==> src/rtl/mul_share_arb.sv <==
// rtl/mul_share_arb.sv - shares one pipelined multiplier tree between divide and multiply requesters
// Optional ARB_PERF_CNT_EN adds grant/starvation performance counters.
module mul_share_arb #(
    parameter int OPW      = 58,
    parameter int RESW     = 116,
    parameter int LAT      = 2,
    parameter int MAX_WAIT = 4
) (
    input  logic            clk,
    input  logic            rst_n,
    input  logic            div_req,
    input  logic [OPW-1:0]  div_a,
    input  logic [OPW-1:0]  div_b,
    output logic            div_gnt,
    input  logic            mul_req,
    input  logic [OPW-1:0]  mul_a,
    input  logic [OPW-1:0]  mul_b,
    output logic            mul_gnt,
    input  logic            div_flush,
    output logic [OPW-1:0]  mt_a,
    output logic [OPW-1:0]  mt_b,
    output logic            mt_issue,
    input  logic [RESW-1:0] mt_res,
    output logic            div_res_valid,
    output logic [RESW-1:0] div_res,
    output logic            mul_res_valid,
    output logic [RESW-1:0] mul_res,
    output logic            busy
`ifdef ARB_PERF_CNT_EN
    ,
    output logic [31:0]     perf_div_cnt,
    output logic [31:0]     perf_mul_cnt,
    output logic [15:0]     perf_starve_cnt
`endif
);

    localparam int WW = $clog2(MAX_WAIT + 1);
    localparam logic [WW-1:0] WAIT_MAX = WW'(MAX_WAIT);

    logic [WW-1:0]  wait_cnt;
    logic           starve;
    logic           issue_own;
    logic [LAT-1:0] tag_vld;
    logic [LAT-1:0] tag_own;
    logic [LAT-1:0] kill;

    // Grants are masked by reset so nothing is accepted while the pipe is held clear.
    always_comb begin
        div_gnt = 1'b0;
        mul_gnt = 1'b0;
        starve  = 1'b0;
        if (rst_n) begin
            if (div_flush) begin
                mul_gnt = mul_req;
            end else if (mul_req && wait_cnt == WAIT_MAX) begin
                mul_gnt = 1'b1;
                starve  = 1'b1;
            end else if (div_req) begin
                div_gnt = 1'b1;
            end else begin
                mul_gnt = mul_req;
            end
        end
    end

    always_ff @(posedge clk or negedge rst_n) begin
        if (!rst_n) begin
            wait_cnt <= '0;
        end else if (mul_req && !mul_gnt) begin
            if (wait_cnt != WAIT_MAX) wait_cnt <= wait_cnt + 1'b1;
        end else begin
            wait_cnt <= '0;
        end
    end

    always_ff @(posedge clk or negedge rst_n) begin
        if (!rst_n) begin
            mt_a      <= '0;
            mt_b      <= '0;
            mt_issue  <= 1'b0;
            issue_own <= 1'b0;
        end else begin
            mt_issue  <= div_gnt | mul_gnt;
            issue_own <= mul_gnt;
            if (div_gnt) begin
                mt_a <= div_a;
                mt_b <= div_b;
            end else if (mul_gnt) begin
                mt_a <= mul_a;
                mt_b <= mul_b;
            end
        end
    end

    // A flush drops every divide-owned entry as it moves one stage down the pipe.
    assign kill = {LAT{div_flush}} & ~tag_own;

    always_ff @(posedge clk or negedge rst_n) begin
        if (!rst_n) begin
            tag_vld <= '0;
            tag_own <= '0;
        end else begin
            tag_vld[0] <= mt_issue & ~(div_flush & ~issue_own);
            tag_own[0] <= issue_own;
            for (int k = 1; k < LAT; k++) begin
                tag_vld[k] <= tag_vld[k-1] & ~kill[k-1];
                tag_own[k] <= tag_own[k-1];
            end
        end
    end

    assign div_res_valid = tag_vld[LAT-1] & ~tag_own[LAT-1] & ~div_flush;
    assign mul_res_valid = tag_vld[LAT-1] & tag_own[LAT-1];
    assign div_res       = mt_res;
    assign mul_res       = mt_res;
    assign busy          = mt_issue | (|(tag_vld & ~kill));

`ifdef ARB_PERF_CNT_EN
    always_ff @(posedge clk or negedge rst_n) begin
        if (!rst_n) begin
            perf_div_cnt    <= '0;
            perf_mul_cnt    <= '0;
            perf_starve_cnt <= '0;
        end else begin
            if (div_gnt) perf_div_cnt <= perf_div_cnt + 32'd1;
            if (mul_gnt) perf_mul_cnt <= perf_mul_cnt + 32'd1;
            if (starve)  perf_starve_cnt <= perf_starve_cnt + 16'd1;
        end
    end
`endif

endmodule

==> config.mk <==
export PLATFORM = sky130hd
export DESIGN_NAME = mul_share_arb
export DESIGN_NICKNAME = d
export VERILOG_FILES = /design/src/rtl/mul_share_arb.sv
export SDC_FILE = /design/constraint.sdc
export NUM_CORES = 1
export LEC_CHECK = 0
export CAP_MARGIN = 15
export CORE_AREA = 2 2 275 277
export CTS_CLUSTER_SIZE = 12
export DETAILED_ROUTE_END_ITERATION = 12
export DIE_AREA = 0 0 277 279
export DONT_BUFFER_PORTS = 1
export PLACE_DENSITY = 0.37
export SLEW_MARGIN = 25
export SYNTH_ARGS = -nofsm -noshare
export SYNTH_HDL_FRONTEND = slang
export SYNTH_SLANG_ARGS = --single-unit
==> constraint.sdc <==
create_clock -name clk -period 3.49 [get_ports clk]
set_input_delay 0.349 -clock clk [delete_from_list [all_inputs] [get_ports clk]]
set_output_delay 0.349 -clock clk [all_outputs]
set_load 0.05 [all_outputs]
-- Word level (Yosys, flattened, before mapping)
Index checks and enable logic that the tools add are counted.
- muxes and demuxes: 14
- reduce and logical (&&, ||, !) cells: 5
- bitwise operators: 17
- add/subtract/negate cells: 1
- equal/unequal tests: 3
- operators with widths (kind ; count):
    two-way mux 58 bit ; 4
    two-way mux 1 bit ; 8
    AND 1 bit ; 6
    two-way mux 3 bit ; 2
    NOT 1 bit ; 5
    AND 2 bit ; 2
    NOT 2 bit ; 2
    adder 3 x 1 -> 3 bit, second input constant ; 1
    equality test 3 bit, second input constant ; 1
    != test 3 bit, second input constant ; 1
    logical AND 1 bit ; 2
    != test 2 x 1 -> 1 bit, second input constant ; 1
    bitwise OR 1 bit ; 2
    nonzero test 2 bit ; 1
    OR reduction 2 bit ; 1
    logical NOT 1 bit ; 1
- bits in registers: 125
- output and inout port bits: 354
- bits of input ports: 353

-- Logic depth before layout (Yosys ltp)
- depth in word-level cells: 8
- depth in mapped cells: 8
- mapped depth without buffers: 5

-- Worst setup path after synthesis
No wires, ideal clock.
- path kind: register -> output
- from: register wait_cnt[0]
- to: output port div_gnt
- slack: 1.228 ns
- required time: 3.141 ns
- cell stages (with the launch flop): 8
- arrival: 1.913 ns
- path through: dfrtp_1 inv_1 ha_1 and3_1 buf_4 buf_2 buf_2 nor2_1
- word-level cells in the longest chain between the ends: 5
- RTL lines (what ; line ; text):
    start: declaration ; 40 ; logic [WW-1:0] wait_cnt;
    start signal: assignment ; 70 ; if (wait_cnt != WAIT_MAX) wait_cnt <= wait_cnt + 1'b1;
    equality test 3 bit ; 55 ; end else if (mul_req && wait_cnt == WAIT_MAX) begin
    logical AND 1 bit ; 55 ;
    two-way mux 1 bit ; 55 ;
    two-way mux 1 bit ; 53 ; if (div_flush) begin
    two-way mux 1 bit ; 52 ; if (rst_n) begin
    end: declaration ; 14 ; output logic div_gnt,
Every way passes these cells.

-- Worst setup path in the final report
Same ends and word-level chain as after synthesis.

==> reports/metrics.json <==
{
  "post_cts_setup_bufs": 0,
  "endpoint_kind": "primary output",
  "fillCellCount": 8390,
  "yosys.area.top_type_share": 0.332,
  "ys_seq_area_frac": 0.332,
  "status": "completed",
  "critPathTopFamily": "simple AND/OR/NAND/NOR gates",
  "cts_max_path_buffers": 2,
  "antenna_found_initial": 21,
  "layout_cell_share_with_drive_strength_beyond_1": 0.0687,
  "core-area_um2": 74100,
  "clk_transition_reported_paths_ns": 0.06,
  "final_worst_path_period_share": 0.792,
  "synth_cell_type_count": 30,
  "gpl.final_weighted_congestion": 0.751,
  "timing.final.setup_violations": 0,
  "viasPerCell": 4.47,
  "number_of_warning_messages_in_the_yosys_log": 0,
  "io_buffer_count": 0,
  "overflow": 0,
  "slew_at_the_pin_closest_to_its_max_slew_limit_ns": 0.964,
  "avgSynthCellArea_um2": 9.57,
  "grt_setup_unrepaired": "false",
  "layout_commonest_cell": "dfrtp_1",
  "route.detailed.wl_per_inst_um": 29.1,
  "slowest_stage": "and3_4",
  "cts_tree": "yes",
  "fp.dieH_um": 279,
  "total_leakage_power_nw": 3.79,
  "detail_route.iter0.violations": 662,
  "h_tree_lvl_count": 4,
  "worstPathCellList": "inv_1 > ha_1 > and3_4 > nor2_1",
  "hold_viol": 0,
  "highest_cell_delay_on_the_worst_timing_path_ns": 0.72,
  "timing.fmax_mhz": 362,
  "num-nets-final": 1114,
  "crit_arrival_ns": 2.41,
  "syn2layout_area_growth_pct": 8.48,
  "post_synth_instance_area_um2": 9420,
  "via_count": 7805,
  "netlist_instances": 984,
  "synth.largest_area_cell": "dfrtp_1",
  "placed_cells": 1607,
  "track_usage": 0.128,
  "initial_cell_density_of_the_core": 0.127,
  "report.final.slew_viol_count": 0,
  "route.detailed.drc": 0,
  "grt_first_pass_wirelength_um": 69000,
  "cts_buffers": 17,
  "ios": 707,
  "area_enclosed_by_the_die_boundary_um2": 77300,
  "cts.sinks": 125,
  "clk_root_buffer_cell": "clkbuf_16",
  "drv.max_cap_violation_count": 0,
  "timing_worst_setup_path_type": "register to primary output",
  "clock_latency_ns": 0.48,
  "ys_top_cells_by_area": "dfrtp_1 (33%), buf_4 (19%), and4b_1 (12%), a221oi_1 (11%), a2bb2oi_1 (11%)",
  "vdd.ir_drop.worst_v": 0.000296,
  "wl_um": 50900,
  "maxSlewHeadroom": 0.357,
  "p_per_area_nw_per_um2": 523,
  "placementRows": 100,
  "layout_common_cells": "dfrtp_1 (125), and4b_1 (116), a221oi_1 (116), a2bb2oi_1 (116), o21ai_0 (109)",
  "worstHoldPathType": "primary input to register",
  "worst-endpoint-required_ns": 3.14,
  "total_power_mw": 5.34,
  "largest_net_degree_at_the_start_of_global_routing": 126,
  "crit_fanout": 60,
  "place_hpwl_um": 34800,
  "ys_ff_latch": 125,
  "fin_worst_skew_ns": 0.0196,
  "drt-pass1-iter-count": 5,
  "via_count_of_the_first_global_routing_pass": 7957,
  "finish.cell_count_without_fillers": 1748,
  "number_of_nets_in_the_synthesized_netlist": 1339,
  "antenna_left": 0,
  "worstPathBufferInverterCount": 1,
  "setup_tns_ns": 0,
  "start_kind": "register",
  "fp.dieW_um": 277,
  "fin_worst_hold_slack_ns": 0.0588,
  "period_minus_slack_ns": 2.76
}
cells in the mapped netlist:
cell type    n
or3_1        1
ha_1         2
and4b_1    116
nand2_1      3
nor3_1       1
o21ai_1      8
o21ai_0    110
clkbuf_2     2
nor3b_1      1
and3_1       2
inv_1        6
and2_1       2
nor2_1       2
buf_6        1
clkbuf_1    90
buf_1        3
a21oi_1      3
a2bb2oi_1  116
nor2b_1      1
dfrtp_1    125
nand3_2      1
a21boi_0     3
nand3b_2     1
buf_4      239
buf_2       24
o211ai_1     1
a221oi_1   116
a21oi_4      1
a211o_1      1
nand2b_1     2
final timing paths:
| kind | start | cells after the start | endpoint | slack [ns] |
|---|---|---|---|---|
| min in group asynchronous | rst_n | 2 | mt_a[53]$_DFFE_PN0P_ | 0.44 |
| worst max register to register | wait_cnt[0]$_DFFE_PN0P_ | 6 | mt_a[20]$_DFFE_PN0P_ | 1.01 |
| worst min-delay path | mul_b[25] | 2 | mt_b[25]$_DFFE_PN0P_ | 0.06 |
| worst max-delay path | wait_cnt[0]$_DFFE_PN0P_ | 4 | div_gnt | 0.73 |
| worst min register to register | tag_own[0]$_DFF_PN0_ | 0 | tag_own[1]$_DFF_PN0_ | 0.38 |
| max in group asynchronous | rst_n | 2 | mt_b[23]$_DFFE_PN0P_ | 2.19 |
cell families (layout without fill, tap and decap cells):
| logic type | after synthesis | count (layout) | synth area share |
|---|---|---|---|
| AO/OA/AOI/OAI | 359 | 359 | 0.286 |
| flip-flops | 125 | 125 | 0.332 |
| other | 0 | 7 | 0 |
| adder cells (fa/ha/maj) | 2 | 2 | 0.00266 |
| buffers and inverters | 365 | 153 | 0.245 |
| AND/OR/NAND/NOR | 133 | 133 | 0.134 |
stage by stage:
stage / instance area (µm²) / setup slack, ns / util
final: 10200 / 0.727 / 0.138
after global routing: 10200 / 0.532 / 0.138
after CTS: 10200 / 0.640 / 0.138
after detailed placement: 8520 / 0.948 / 0.115
after global placement: 8520 / 0.685 / 0.115
after floorplan: 9420 / 1.23 / -
power breakdown:
| group | internal (mW) | leakage (nW) | switching [mW] | total, mW |
|---|---|---|---|---|
| Clock | 1.24 | 0.308 | 0.854 | 2.09 |
| Sequential | 1.64 | 1.41 | 0.896 | 2.53 |
| Combinational | 0.373 | 2.07 | 0.341 | 0.714 |
worst reg2reg max path: stages, from the launching register on:
cell       delay (ns)
dfrtp_1          0.38
inv_1            0.10
ha_1             0.30
and3_4           0.72
buf_12           0.33
o21ai_1          0.35
a2bb2oi_1        0.23
metal layers:
layer,routed length [µm],vias up,GRT usage
met5,160,-,0
met1,16900,3884,0.126
met3,7240,90,0.0807
met2,24900,664,0.216
met4,1570,26,0.0475
li1,-,3141,-
flip-flops by register name, summed over array words and instances, names as in the netlist:
signal     flops
mt_b          58
tag_own        2
mt_a          58
issue_own      1
tag_vld        2
wait_cnt       3
mt_issue       1
final cells by class:
class | instances | area [µm²] | share of cell area
timing repair buffer | 115 | 1170 | 0.115
multi-input combinational | 494 | 4020 | 0.393
antenna | 7 | 17.5 | 0.00171
inverter | 6 | 27.5 | 0.00269
tap | 969 | 1210 | 0.119
sequential | 125 | 3130 | 0.306
clock inverter | 12 | 184 | 0.0180
clock buffer | 20 | 457 | 0.0447
repair_timing:
item	CTS	global route
resized for setup	0	0
endpoints found under the setup margin	0	0
endpoints found under the hold margin	226	0
hold buffers	102	0
No activity file was read; power rests on OpenSTA's default activity.
